File: src/rtl/regfile_seq_ctrl.sv
// regfile_seq_ctrl: multi-cycle Moore sequencer for the 8x16 register-file datapath.
// Handshake: w is high only in WAIT; a high s in a WAIT cycle is accepted at the next
// rising edge, which latches `in` into the instruction register and leaves WAIT. While
// the sequence runs, s and `in` are ignored, so the instruction register is stable for
// the whole sequence. The instruction source must hold the word valid in the WAIT cycle
// in which it raises s.
module regfile_seq_ctrl #(
    parameter int WIDTH = 16
) (
    input  logic             clk,
    input  logic             reset,
    input  logic             s,
    input  logic [WIDTH-1:0] in,
    output logic             w,
    output logic             err,
    output logic [2:0]       readnum,
    output logic [2:0]       writenum,
    output logic             write,
    output logic             loada,
    output logic             loadb,
    output logic             loadc,
    output logic             loads,
    output logic             asel,
    output logic             bsel,
    output logic [1:0]       vsel,
    output logic [1:0]       shift,
    output logic [1:0]       ALUop,
    output logic [WIDTH-1:0] sximm8
);

    typedef enum logic [2:0] {
        S_WAIT   = 3'd0,
        S_DECODE = 3'd1,
        S_GET_A  = 3'd2,
        S_GET_B  = 3'd3,
        S_ALU    = 3'd4,
        S_WR_REG = 3'd5,
        S_WR_IMM = 3'd6
    } state_t;

    state_t           state_q, state_d;
    logic [WIDTH-1:0] ir_q, ir_d;

    // Instruction fields
    logic [2:0] opcode, rn, rd, rm;
    logic [1:0] op, sh;
    assign opcode = ir_q[15:13];
    assign op     = ir_q[12:11];
    assign rn     = ir_q[10:8];
    assign rd     = ir_q[7:5];
    assign sh     = ir_q[4:3];
    assign rm     = ir_q[2:0];

    assign sximm8 = {{(WIDTH-8){ir_q[7]}}, ir_q[7:0]};

    // Instruction classes
    logic is_alu_grp, is_movi, is_movr, is_cmp, is_mvn, is_legal;
    assign is_alu_grp = (opcode == 3'b101);
    assign is_movi    = (opcode == 3'b110) && (op == 2'b10);
    assign is_movr    = (opcode == 3'b110) && (op == 2'b00);
    assign is_cmp     = is_alu_grp && (op == 2'b01);
    assign is_mvn     = is_alu_grp && (op == 2'b11);
    assign is_legal   = is_alu_grp || is_movi || is_movr;

    // State and instruction registers; reset forces WAIT and clears the instruction
    always_ff @(posedge clk or posedge reset) begin
        if (reset) begin
            state_q <= S_WAIT;
            ir_q    <= '0;
        end else begin
            state_q <= state_d;
            ir_q    <= ir_d;
        end
    end

    // Instruction register loads only when a start is accepted in WAIT
    always_comb begin
        ir_d = ir_q;
        if ((state_q == S_WAIT) && s) begin
            ir_d = in;
        end
    end

    // Next-state and Moore outputs from state and the latched instruction
    always_comb begin
        state_d  = state_q;
        w        = 1'b0;
        err      = 1'b0;
        readnum  = 3'd0;
        writenum = 3'd0;
        write    = 1'b0;
        loada    = 1'b0;
        loadb    = 1'b0;
        loadc    = 1'b0;
        loads    = 1'b0;
        asel     = 1'b0;
        bsel     = 1'b0;
        vsel     = 2'd0;
        shift    = 2'd0;
        ALUop    = 2'd0;
        unique case (state_q)
            S_WAIT: begin
                w = 1'b1;
                if (s) state_d = S_DECODE;
            end
            S_DECODE: begin
                if (!is_legal) begin
                    err     = 1'b1;
                    state_d = S_WAIT;
                end else if (is_movi) begin
                    state_d = S_WR_IMM;
                end else if (is_movr || is_mvn) begin
                    state_d = S_GET_B;
                end else begin
                    state_d = S_GET_A;
                end
            end
            S_GET_A: begin
                readnum = rn;
                loada   = 1'b1;
                state_d = S_GET_B;
            end
            S_GET_B: begin
                readnum = rm;
                loadb   = 1'b1;
                state_d = S_ALU;
            end
            S_ALU: begin
                shift = sh;
                ALUop = is_alu_grp ? op : 2'b00;
                asel  = is_movr || is_mvn;
                if (is_cmp) begin
                    loads   = 1'b1;
                    state_d = S_WAIT;
                end else begin
                    loadc   = 1'b1;
                    state_d = S_WR_REG;
                end
            end
            S_WR_REG: begin
                write    = 1'b1;
                writenum = rd;
                vsel     = 2'd0;
                state_d  = S_WAIT;
            end
            S_WR_IMM: begin
                write    = 1'b1;
                writenum = rn;
                vsel     = 2'd2;
                state_d  = S_WAIT;
            end
            default: begin
                state_d = S_WAIT;
            end
        endcase
    end

endmodule

File: config.mk
export PLATFORM = sky130hd
export DESIGN_NAME = regfile_seq_ctrl
export DESIGN_NICKNAME = d
export VERILOG_FILES = /design/src/rtl/regfile_seq_ctrl.sv
export SDC_FILE = /design/constraint.sdc
export NUM_CORES = 1
export LEC_CHECK = 0
export BUFFER_PORTS_ARGS = -buffer_cell sky130_fd_sc_hd__buf_2
export CELL_PAD_IN_SITES_DETAIL_PLACEMENT = 0
export CELL_PAD_IN_SITES_GLOBAL_PLACEMENT = 2
export CORE_MARGIN = 2
export CORE_UTILIZATION = 29
export CTS_CLUSTER_DIAMETER = 60
export DETAILED_ROUTE_END_ITERATION = 8
export PLACE_DENSITY_LB_ADDON = 0.1
export REMOVE_ABC_BUFFERS = 1
export SYNTH_ARGS = -nofsm -noshare
export SYNTH_HDL_FRONTEND = slang
export SYNTH_SLANG_ARGS = --single-unit
export TNS_END_PERCENT = 10
File: constraint.sdc
create_clock -name clk -period 2.4 [get_ports clk]
set_clock_uncertainty 0.05 [all_clocks]
set_input_delay 0.12 -clock clk [delete_from_list [all_inputs] [get_ports clk]]
set_output_delay 0.12 -clock clk [all_outputs]
set_load 0.005 [all_outputs]
# Word level (Yosys, flattened, before mapping)
# Cells that the tools add are included.
# classes
eq_ne	12
mux	23
n_reduce_logical	11
# op_table
op	n
$eq A3 B3 Y1 const B	5
$pmux W3 S5	1
$mux W1	12
$mux W3	4
$pmux W3 S2	2
$mux W2	4
$eq A3 B2 Y1 const B	2
$logic_and A1 B1 Y1	5
$eq A2 B2 Y1 const B	2
$eq A3 B1 Y1 const B	1
$logic_not A3 Y1	1
$logic_or A1 B1 Y1	3
$eq A2 B1 Y1 const B	1
$logic_not A2 Y1	1
$ne A2 B2 Y1 const B	1
$reduce_or A2 Y1	1
# word_totals
reg_bits	19
inputBits	19
out_inout_bits	37

# Logic depth before layout (Yosys ltp)
# Gate-level depths: netlist (run 1).
# depth
ltp_word	7
ltp_mapped	6

# Worst setup path after synthesis (run 1)
# OpenSTA, ideal clock, no wires.
# synth_timing
kind	register to register
from	reg state_q[1]
to	reg ir_q[0]
setup_time_ns	0.125
arrival_ns	1.305
required_time_ns	2.225
setup_slack_ns	0.920
stages_incl_launch_ff	7
path_buffers	3
cell_sequence	dfrtp_1 -> buf_6 -> nor3_4 -> and2_4 -> buf_6 -> buf_12 -> mux2_4
# synth_between
elab_chain_cells	2
# synth_lines
item	line_no	rtl
from (decl)	41	state_t state_q, state_d;
from (signal assigned)	71	state_q <= state_d;
$logic_not A3 Y1	79	if ((state_q == S_WAIT) && s) begin
$logic_and A1 B1 Y1	79	
to (signal assigned)	72	ir_q <= ir_d;
to (decl)	42	logic [WIDTH-1:0] ir_q, ir_d;
# Every way passes these cells.
# A chain may end at the register's enable or synchronous reset.

# Worst setup path in the final report (run 1)
# layout_timing
from	reg state_q[0]
to	out loadc
# layout_between
elab_chain_cells	2
# layout_lines
item	line_no	rtl
$eq A3 B3 Y1	101	unique case (state_q)
$mux W1	101	
to (decl)	21	output logic loadc,
# Every way passes these cells.

==> results of run 1 <==
state kept, by name, summed over array words and instances, names as in the netlist:
name / flops
state_q: 3
ir_q: 16
worst register-to-register path: stages (launching register included):
cell	delay [ns]
dfrtp_1	0.53
nor3b_1	0.57
o21ai_0	0.29
o311ai_0	0.16
layout by cell type, fill, tap and decap left out, drive strengths merged, types with 3 or more instances in the layout:
cell type  count
nor2b          5
dfrtp         19
mux2          16
inv            3
nor2           9
mux2i          3
nor3b          3
nor3           3
and2           3
nand2          3
buf           53
o21ai          3
clkbuf         4
a22oi          3
synthesized netlist by cell type:
master | instances | area [µm²]
dfrtp_1 | 19 | 475
mux2_2 | 6 | 67.6
buf_2 | 1 | 5.00
and2b_1 | 1 | 7.51
nor2b_1 | 5 | 31.3
buf_6 | 2 | 22.5
nor2_1 | 9 | 33.8
a22oi_1 | 3 | 22.5
nor4b_1 | 1 | 8.76
o311ai_0 | 1 | 8.76
conb_1 | 1 | 3.75
nor3_1 | 2 | 10.0
a31oi_1 | 2 | 12.5
buf_12 | 1 | 20.0
nand2_1 | 3 | 11.3
and2_1 | 2 | 12.5
inv_1 | 3 | 11.3
o21ai_0 | 3 | 15.0
o211ai_1 | 1 | 7.51
buf_4 | 19 | 143
mux2_4 | 10 | 150
nand3b_1 | 1 | 7.51
o21a_1 | 2 | 15.0
nand2b_1 | 2 | 12.5
nor3_4 | 1 | 16.3
and2_4 | 1 | 8.76
nor3b_1 | 3 | 22.5
or2b_1 | 2 | 15.0
mux2i_1 | 3 | 30.0
a21oi_1 | 1 | 5.00
routing by layer:
metal	vias up	wire length, µm	GRT usage [%]
li1	429	-	-
met1	423	1210	18.0
met2	22	1400	22.4
met3	2	133	2.27
met4	0	15	4.50
met5	-	0	0
per-stage QoR:
stage                     cell area (µm²)  std cells  utilization (%)
after floorplan                      1030         89                -
after CTS                            1410        197             35.2
final                                1410        197             35.2
after global routing                 1410        197             35.2
after detailed placement             1350        192             33.8
after global placement               1350        192             33.8
area by class of cell:
cell class	count	area, µm²
Tap cell	50	62.6
Multi-Input combinational cell	67	539
Fill cell	422	2590
Clock buffer	4	45.0
Sequential cell	19	475
Timing Repair Buffer	54	275
Inverter	3	11.3
power by group:
part           internal, W  total, W  switching (W)
logic             0.000444  0.000739       0.000295
clock network     0.000118  0.000223       0.000105
registers         0.000474  0.000680       0.000206
worst paths after layout:
check                      depth (start not counted)         end
max in group asynchronous                          3  state_q[1]
min in group asynchronous                          3     ir_q[3]
hold reg to reg                                    1     ir_q[4]
setup reg to reg                                   3  state_q[0]
hold / removal                                     2     ir_q[7]
setup / recovery                                   4       loadc
logic make-up after synthesis:
kind of cell,after synthesis
simple gates,33
mux,19
other cells,1
compound gates,13
buf+inv,26
flops,19
==> summary.txt, run 1 <==
Setup path
  • CP startpoint kind: flop
  • Worst setup path startpoint: state_q[0]
  • Worst Path Arrival: 1.84 ns
  • CP Buf/Inv Count: 2
  • Worst Path Required: 2.23 ns
  • Crit Path Category: flop to output pin
  • Crit-path leading delay family: simple AND/OR/NAND/NOR gates
  • FF-to-FF Start: state_q[0]
  • Crit-path slowest cell: nor3b_1
  • Max FO, Critical Path: 11
  • Crit-path max cell delay: 0.56 ns
  • Critical path, cell by cell: nor3b_1, o21ai_0, inv_1, buf_2
  • Worst Setup End Kind: output pin
  • Worst R2R Setup Slack: 0.69 ns

Min path
  • Worst Min Path Start: in[7]
  • Hold crit path type: input port to flop

STA
  • Worst Tran Pin Value: 0.729 ns
  • Final Hold Fails: 0
  • Minimum clock period: 2.01 ns
  • Slew Viols, Final: 0
  • Slew margin rel.: 51.3%
  • Final setup vio count: 0
  • Hold WS: 0.0448 ns
  • RSZ-0062 raised after global routing: no
  • Final setup margin: 0.387 ns
  • Final period util: 83.9%
  • Max Freq: 497 MHz
  • Final TNS setup: 0 ns

Floorplanning
  • Die Footprint: 4710 µm²
  • I/O pin total: 56
  • Starting Density: 30.3%
  • Row count: 23
  • Die H: 68.7 µm
  • Die Span X: 68.7 µm
  • CORE AREA: 4000 µm²

Yosys
  • Synth Cell Area: 1210 µm²
  • Mapped Cells: 111
  • Synthesized-area fraction occupied by adder cells: 0%
  • Syn Area/Cell: 10.9 µm²
  • Simple-Gate Fraction of Synth Area: 16.3%
  • Largest family of logic cells by synthesized area: multiplexers
  • Flops & latches, synth: 19
  • Seq/Total Area, Yosys: 39.2%
  • Post-Synth XOR/XNOR Area: 0%
  • Compound-Gate Fraction of Synth Area: 7.12%
  • Yosys cell types: 30
  • Yosys warning count: 0
  • Post-synthesis mux area share: 20.4%

Placed design
  • Detail Placement HPWL: 2130 µm
  • IO buf count: 53
  • Placer congestion estimate: 0.697
  • Pre-CTS WS: 0.629 ns

Global route
  • Vias in the first global route: 929
  • Initial antenna violation count: 0
  • Total GRT Usage: 13.6%
  • Pin count of the biggest net entering global routing: 20
  • Total gr overflow: 0
  • First-pass GRT wire length: 4710 µm

Drt
  • Drt via density: 4.45
  • Drt wl/cell: 14.0 µm
  • Via count: 876
  • Drt first pass iters: 4
  • DRC violations left: 0
  • Antenna viol nets, final: 0
  • Routed Wire Length: 2760 µm
  • Iter 0 DRT Violations: 21

CTS
  • Hold buffers post-CTS: 1
  • Clk slew on worst S/H paths: 0.07 ns
  • Worst-Skew Late Latency: 0.25 ns
  • Clk root buf: clkbuf_8
  • Post-cts sizing count: 0
  • CTS tree: built
  • Max Root-Sink Buffers: 2
  • H-tree depth: 1
  • Post-CTS setup buffers: 0
  • Clock sink count: 19
  • Total CTS buffers: 3

Layout
  • Nets: 167
  • Share of cells above drive strength 1: 50.3%
  • Area Growth Syn to Fin: 16.2%
  • # diodes: 0

Power
  • Leakage: 0.706 nW
  • Peak VDD IR: 0.413 mV
  • Pwr Total: 0.00164 W
  • Cell Pwr Density: 1170 nW/µm²

Outcome
  • Status: finished clean

Flow run
  • Maxcap violations: 0
Note: power is estimated with default switching activity, not from simulation.
==> run 2: changes to the inputs <==
- CORE_UTILIZATION: 29 -> 27
- clock period: 2.4 -> 2 ns (I/O delays scaled with it)
==> run 2 against run 1 <==
First-iteration DRC count up 38%. Via count up 0.11%. Non-clock buffer count up 1. Hold slack worse by 0.021 ns. Final area up 1.1%. Cell count up 1.5%. Total power up 21%. Largest power group unchanged.
==> summary.txt, run 2 (synthesized netlist as in run 1, its figures left out) <==
Layout
  • Largest registers: ir_q: 16 flops, state_q: 3 flops
  • Nets: 168 (+0.60%)
  • Number of flip-flops in the largest register: 16 (unchanged)
  • Most frequent cells in the layout: buf_2 (53), dfrtp_1 (19), mux2_4 (10), nor2_1 (9), mux2_2 (6)
  • Most flops, register: ir_q
  • # diodes: 0 (unchanged)
  • Share of cells above drive strength 1: 51.4% (+1.0 points)
  • Most common cell after layout, fill and taps aside: buf_2
  • Area Growth Syn to Fin: 17.4%
  • Fin util: 32.7% (-2.5 points)

CTS
  • H-tree depth: 1 (unchanged)
  • Clock sink count: 19 (unchanged)
  • Clk root buf: clkbuf_8
  • Max Root-Sink Buffers: 2 (unchanged)
  • Worst-Skew Late Latency: 0.25 ns (about the same)
  • Clk slew on worst S/H paths: 0.07 ns (about the same)
  • CTS tree: built
  • Total CTS buffers: 3 (unchanged)

Min path
  • Hold crit path type: input port to flop
  • Worst Min Path Start: in[1]

Placed design
  • Pre-CTS WS: 0.210 ns (-0.419 ns)
  • IO buf count: 53 (unchanged)
  • Detail Placement HPWL: 2140 µm (+0.66%)
  • Placer congestion estimate: 0.720 (+3.3%)

Flow run
  • Maxcap violations: 0 (unchanged)

STA
  • Final period util: 89.4%
  • Slew Viols, Final: 0 (unchanged)
  • Slew margin rel.: 51.0% (-0.34 points)
  • Final setup vio count: 0 (unchanged)
  • Max Freq: 559 MHz
  • Final TNS setup: 0 ns (unchanged)
  • Final setup margin: 0.211 ns (-0.176 ns)
  • Worst Tran Pin Value: 0.734 ns (+0.00506 ns)
  • RSZ-0062 raised after global routing: no
  • Minimum clock period: 1.79 ns
  • Final Hold Fails: 0 (unchanged)

Floorplanning
  • Die Footprint: 5040 µm² (+7.0%)
  • Row count: 24 (+4.3%)
  • Die Span X: 71.0 µm (+3.4%)
  • Die H: 71.0 µm (+3.4%)
  • Starting Density: 27.8% (-2.5 points)
  • CORE AREA: 4350 µm² (+8.9%)
  • I/O pin total: 56 (unchanged)

Drt
  • Drt wl/cell: 13.6 µm (-2.5%)
  • DRC violations left: 0 (unchanged)
  • Drt first pass iters: 4 (unchanged)
  • Via count: 877 (+0.11%)
  • Iter 0 DRT Violations: 29 (+38%)
  • Drt via density: 4.39 (-1.4%)
  • Routed Wire Length: 2730 µm (-1.1%)
  • Antenna viol nets, final: 0 (unchanged)

Power
  • Cell Pwr Density: 1390 nW/µm² (+19%)
  • Leakage: 0.713 nW (+1.1%)
  • Peak VDD IR: 0.475 mV (+15%)

Global route
  • Total GRT Usage: 11.4% (-2.2 points)
  • Vias in the first global route: 881 (-5.2%)
  • Total gr overflow: 0 (unchanged)
  • First-pass GRT wire length: 4520 µm (-4.0%)
  • Initial antenna violation count: 0 (unchanged)
  • Pin count of the biggest net entering global routing: 20 (unchanged)

Setup path
  • Worst Path Required: 1.85 ns (-0.38 ns)
  • Worst setup path startpoint: state_q[2]
  • Crit Path Category: flop to output pin
  • Max FO, Critical Path: 12 (+1)
  • Worst Path Arrival: 1.64 ns (-0.20 ns)
  • CP startpoint kind: flop
  • Worst Setup End Kind: output pin
  • FF-to-FF Start: state_q[2]

Outcome
  • Status: finished clean
## run 2: changes by cell type in the layout (fill, tap and decap cells not counted), sizes merged
cell / before / now
buf: 53 / 54
## run 2: metrics by stage
step | area, µm² | hold slack, ns | std cells | power [W]
after floorplan | 1030 | 0.00113 | 89 | 0.00134
after global placement | 1360 | 0.223 | 195 | 0.00173
after detailed placement | 1360 | 0.225 | 195 | 0.00174
after CTS | 1420 | 0.0166 | 200 | 0.00202
after global routing | 1420 | 0.0164 | 200 | 0.00216
final | 1420 | 0.0238 | 200 | 0.00198
## run 2: critical path: stages, from the launching register on
cell	delay [ns]
dfrtp_1	0.57
nor3b_2	0.38
o21ai_0	0.24
inv_1	0.09
buf_2	0.11
## run 2: worst paths after layout
kind,slack (ns),depth (start not counted),to
min reg2reg,0.48,1,ir_q[4]
max reg2reg,0.36,3,ir_q[7]
min,0.02,2,ir_q[1]
max,0.21,4,loadc
min in group asynchronous,0.46,3,ir_q[10]
max in group asynchronous,0.98,3,ir_q[14]
## run 2: power breakdown
group	switching, W	internal, W	total (W)
clock network	0.000127	0.000142	0.000269
registers	0.000219	0.000570	0.000789
logic	0.000379	0.000546	0.000925
total	0.000726	0.00126	0.00198
## run 2: what timing repair did
item                                    in CTS  in global routing
resized for setup                            1                  0
endpoints found under the setup margin       3                  0
setup buffers                                0                  0
endpoints found under the hold margin       19                  0
hold buffers                                 1                  0
## run 2: cell type report
cell class	count	area, µm²
clock buffer	4	45.0
fill	460	2930
inverter	3	11.3
multi-input combinational	67	544
sequential	19	475
tap	52	65.1
timing repair buffer	55	283
## run 2: routing by layer
| layer | routed length [µm] | vias up | GRT usage (%) |
|---|---|---|---|
| met5 | 0 | - | 0 |
| met4 | 6 | 0 | 1.26 |
| met3 | 160 | 2 | 3.99 |
| met2 | 1350 | 27 | 19.1 |
| met1 | 1210 | 418 | 14.8 |
| li1 | - | 430 | - |
==> run 3: changes to the inputs <==
- BUFFER_PORTS_ARGS: -buffer_cell sky130_fd_sc_hd__buf_2 -> -buffer_cell sky130_fd_sc_hd__clkbuf_2
- CAP_MARGIN: not set -> 20
==> run 3 against run 2 <==
Critical path depth unchanged. Sequential power up 2%. Sequential share of layout area down 0.17 points. Core utilization up 0.17 points. Largest cell class unchanged. Highest routed layer unchanged. Combinational power about the same. Die area unchanged. Largest power group unchanged. Clock-buffer cell count down 1. Critical path type unchanged.
==> summary.txt, run 3 (synthesized netlist as in run 1, its figures left out) <==
Outcome
  • Status: finished clean

STA
  • Slew Viols, Final: 0 (unchanged)
  • Final Hold Fails: 0 (unchanged)
  • Final TNS setup: 0 ns (unchanged)
  • Final period util: 89.6% (+0.16 points)
  • Worst Tran Pin Value: 0.775 ns (+0.0405 ns)
  • Final setup margin: 0.208 ns (-0.00319 ns)
  • RSZ-0062 raised after global routing: no
  • Hold WS: 0.0169 ns (-0.00684 ns)
  • Minimum clock period: 1.79 ns (+0.00319 ns)
  • Final setup vio count: 0 (unchanged)
  • Max Freq: 558 MHz (-0.18%)
  • Slew margin rel.: 48.3% (-2.7 points)

Floorplanning
  • Row count: 24 (unchanged)
  • I/O pin total: 56 (unchanged)
  • Starting Density: 27.8% (unchanged)
  • Die Footprint: 5040 µm² (unchanged)
  • Die Span X: 71.0 µm (unchanged)
  • Die H: 71.0 µm (unchanged)
  • CORE AREA: 4350 µm² (unchanged)

Power
  • Switching Share: 37.4% (+0.81 points)
  • Cell Pwr Density: 1400 nW/µm² (+0.55%)
  • Combinational share of power: 46.0% (-0.7 points)
  • Sequential share of power: 40.3% (+0.5 points)
  • Switch Pwr: 0.000750 W (+3.3%)
  • Leakage: 0.707 nW (-0.83%)
  • Clock power share: 13.6% (about the same)
  • P_int: 0.00125 W (-0.22%)
  • Peak VDD IR: 0.525 mV (+10%)

Drt
  • Via count: 887 (+1.1%)
  • Drt first pass iters: 4 (unchanged)
  • Drt via density: 4.44 (+1.1%)
  • Drt wl/cell: 14.1 µm (+3.5%)
  • Antenna viol nets, final: 0 (unchanged)
  • Iter 0 DRT Violations: 32 (+10%)
  • Routed Wire Length: 2820 µm (+3.5%)
  • DRC violations left: 0 (unchanged)

Setup path
  • Worst R2R Setup Slack: 0.35 ns (about the same)
  • Worst Path Required: 1.85 ns (about the same)
  • Max FO, Critical Path: 12 (unchanged)
  • Crit Path Category: flop to output pin
  • Worst Setup End Kind: output pin
  • FF-to-FF Start: state_q[2]
  • CP startpoint kind: flop
  • Worst Path Arrival: 1.64 ns (about the same)
  • Reg-to-reg endpoint: ir_q[6]
  • Reg2Reg Depth: 3 (unchanged)

Layout
  • # diodes: 0 (unchanged)
  • Area of the multi-input gates: 551 µm² (+1.1%)
  • Most frequent cells in the layout: clkbuf_2 (53), dfrtp_1 (19), mux2_4 (10), nor2_1 (9), mux2_2 (6)
  • Area Growth Syn to Fin: 18.1%
  • Largest registers: ir_q: 16 flops, state_q: 3 flops
  • Nets: 168 (unchanged)
  • Most flops, register: ir_q
  • Sequential Area: 475 µm² (unchanged)
  • Post-route cell area: 1430 µm² (+0.53%)
  • FILL cells: 473 (+2.8%)
  • Fin util: 32.9% (+0.17 points)
  • Number of flip-flops in the largest register: 16 (unchanged)
  • Share of cells above drive strength 1: 52.0% (+0.68 points)
  • Most common cell after layout, fill and taps aside: clkbuf_2

Placed design
  • Pre-CTS WS: 0.180 ns (-0.0301 ns)
  • Placed inst area: 1360 µm² (unchanged)
  • Placer congestion estimate: 0.705 (-2.0%)
  • IO buf count: 53 (unchanged)
  • Detail Placement HPWL: 2170 µm (+1.3%)

CTS
  • Clk root buf: clkbuf_8
  • Max Root-Sink Buffers: 2 (unchanged)
  • Total CTS buffers: 3 (unchanged)
  • Post-CTS setup buffers: 0 (unchanged)
  • Clk slew on worst S/H paths: 0.07 ns (about the same)
  • H-tree depth: 1 (unchanged)
  • Clock sink count: 19 (unchanged)
  • CTS tree: built
  • Worst-Skew Late Latency: 0.26 ns (about the same)

Min path
  • WHS Endpoint: ir_q[11]
  • Hold Path Depth: 2 (unchanged)
  • Hold crit path type: input port to flop
  • Worst Min Path Start: in[11]

Global route
  • Total GRT Usage: 11.8% (+0.42 points)
  • First-pass GRT wire length: 4690 µm (+3.7%)
  • Vias in the first global route: 881 (unchanged)
  • Total gr overflow: 0 (unchanged)
  • Pin count of the biggest net entering global routing: 20 (unchanged)
  • Initial antenna violation count: 0 (unchanged)

Flow run
  • Maxcap violations: 0 (unchanged)
[run 3: cell count changes in the layout (fill, tap and decap cells not counted), sizes merged]
cell | before | now
buf | 54 | 1
clkbuf | 4 | 56
clkinv | 0 | 1
[run 3: worst max path at each step]
| stage | from | to | slack [ns] | cells after the start |
|---|---|---|---|---|
| detailed placement | state_q[2] | loadc | 0.18 | 4 |
| finish | state_q[2] | loads | 0.21 | 4 |
| floorplan | state_q[0] | ir_q[2] | 0.47 | 3 |
| global placement | state_q[2] | loadc | 0.25 | 4 |
| CTS | state_q[2] | loads | 0.13 | 4 |
| global route | state_q[2] | loadc | 0.07 | 4 |
[run 3: per-stage QoR]
stage	cells	power [W]
floorplan	89	0.00134
global placement	195	0.00173
detailed placement	195	0.00175
CTS	200	0.00204
global route	200	0.00218
finish	200	0.00200
[run 3: final cells by class]
class                   count  area share [%]
multi-input cells          67            38.5
clock buffers               3            2.88
repair buffers             55            19.8
clock inverters             1           0.350
inverters                   3           0.787
well taps                  52            4.55
flip-flops and latches     19            33.2
[run 3: power by group through the flow]
stage	clock, W	combinational (W)	sequential [W]
after floorplan	0	0.000556	0.000788
final	0.000273	0.000922	0.000808
after global placement	0	0.000930	0.000801
after detailed placement	0	0.000934	0.000813
after CTS	0.000293	0.000938	0.000808
after global routing	0.000307	0.00102	0.000852
[run 3: repair_timing]
item,CTS,global route
hold buffers,1,0
gates resized for setup,1,1
gates cloned,0,0
setup endpoints to repair,5,2
pin swaps,0,0
endpoints found under the hold margin,19,0
[run 3: critical path: stages, from the launching register on]
cell,delay (ns)
dfrtp_1,0.58
nor3b_4,0.36
nand2_1,0.15
nor3_1,0.15
clkbuf_2,0.14
[run 3: layer usage]
metal  wire [µm]  part of all wire [%]  GRT usage [%]
met5           0                     0              0
met4          13                  0.46           2.52
met2        1410                    50           19.1
met1        1260                    45           15.9
met3         144                   5.1           3.28
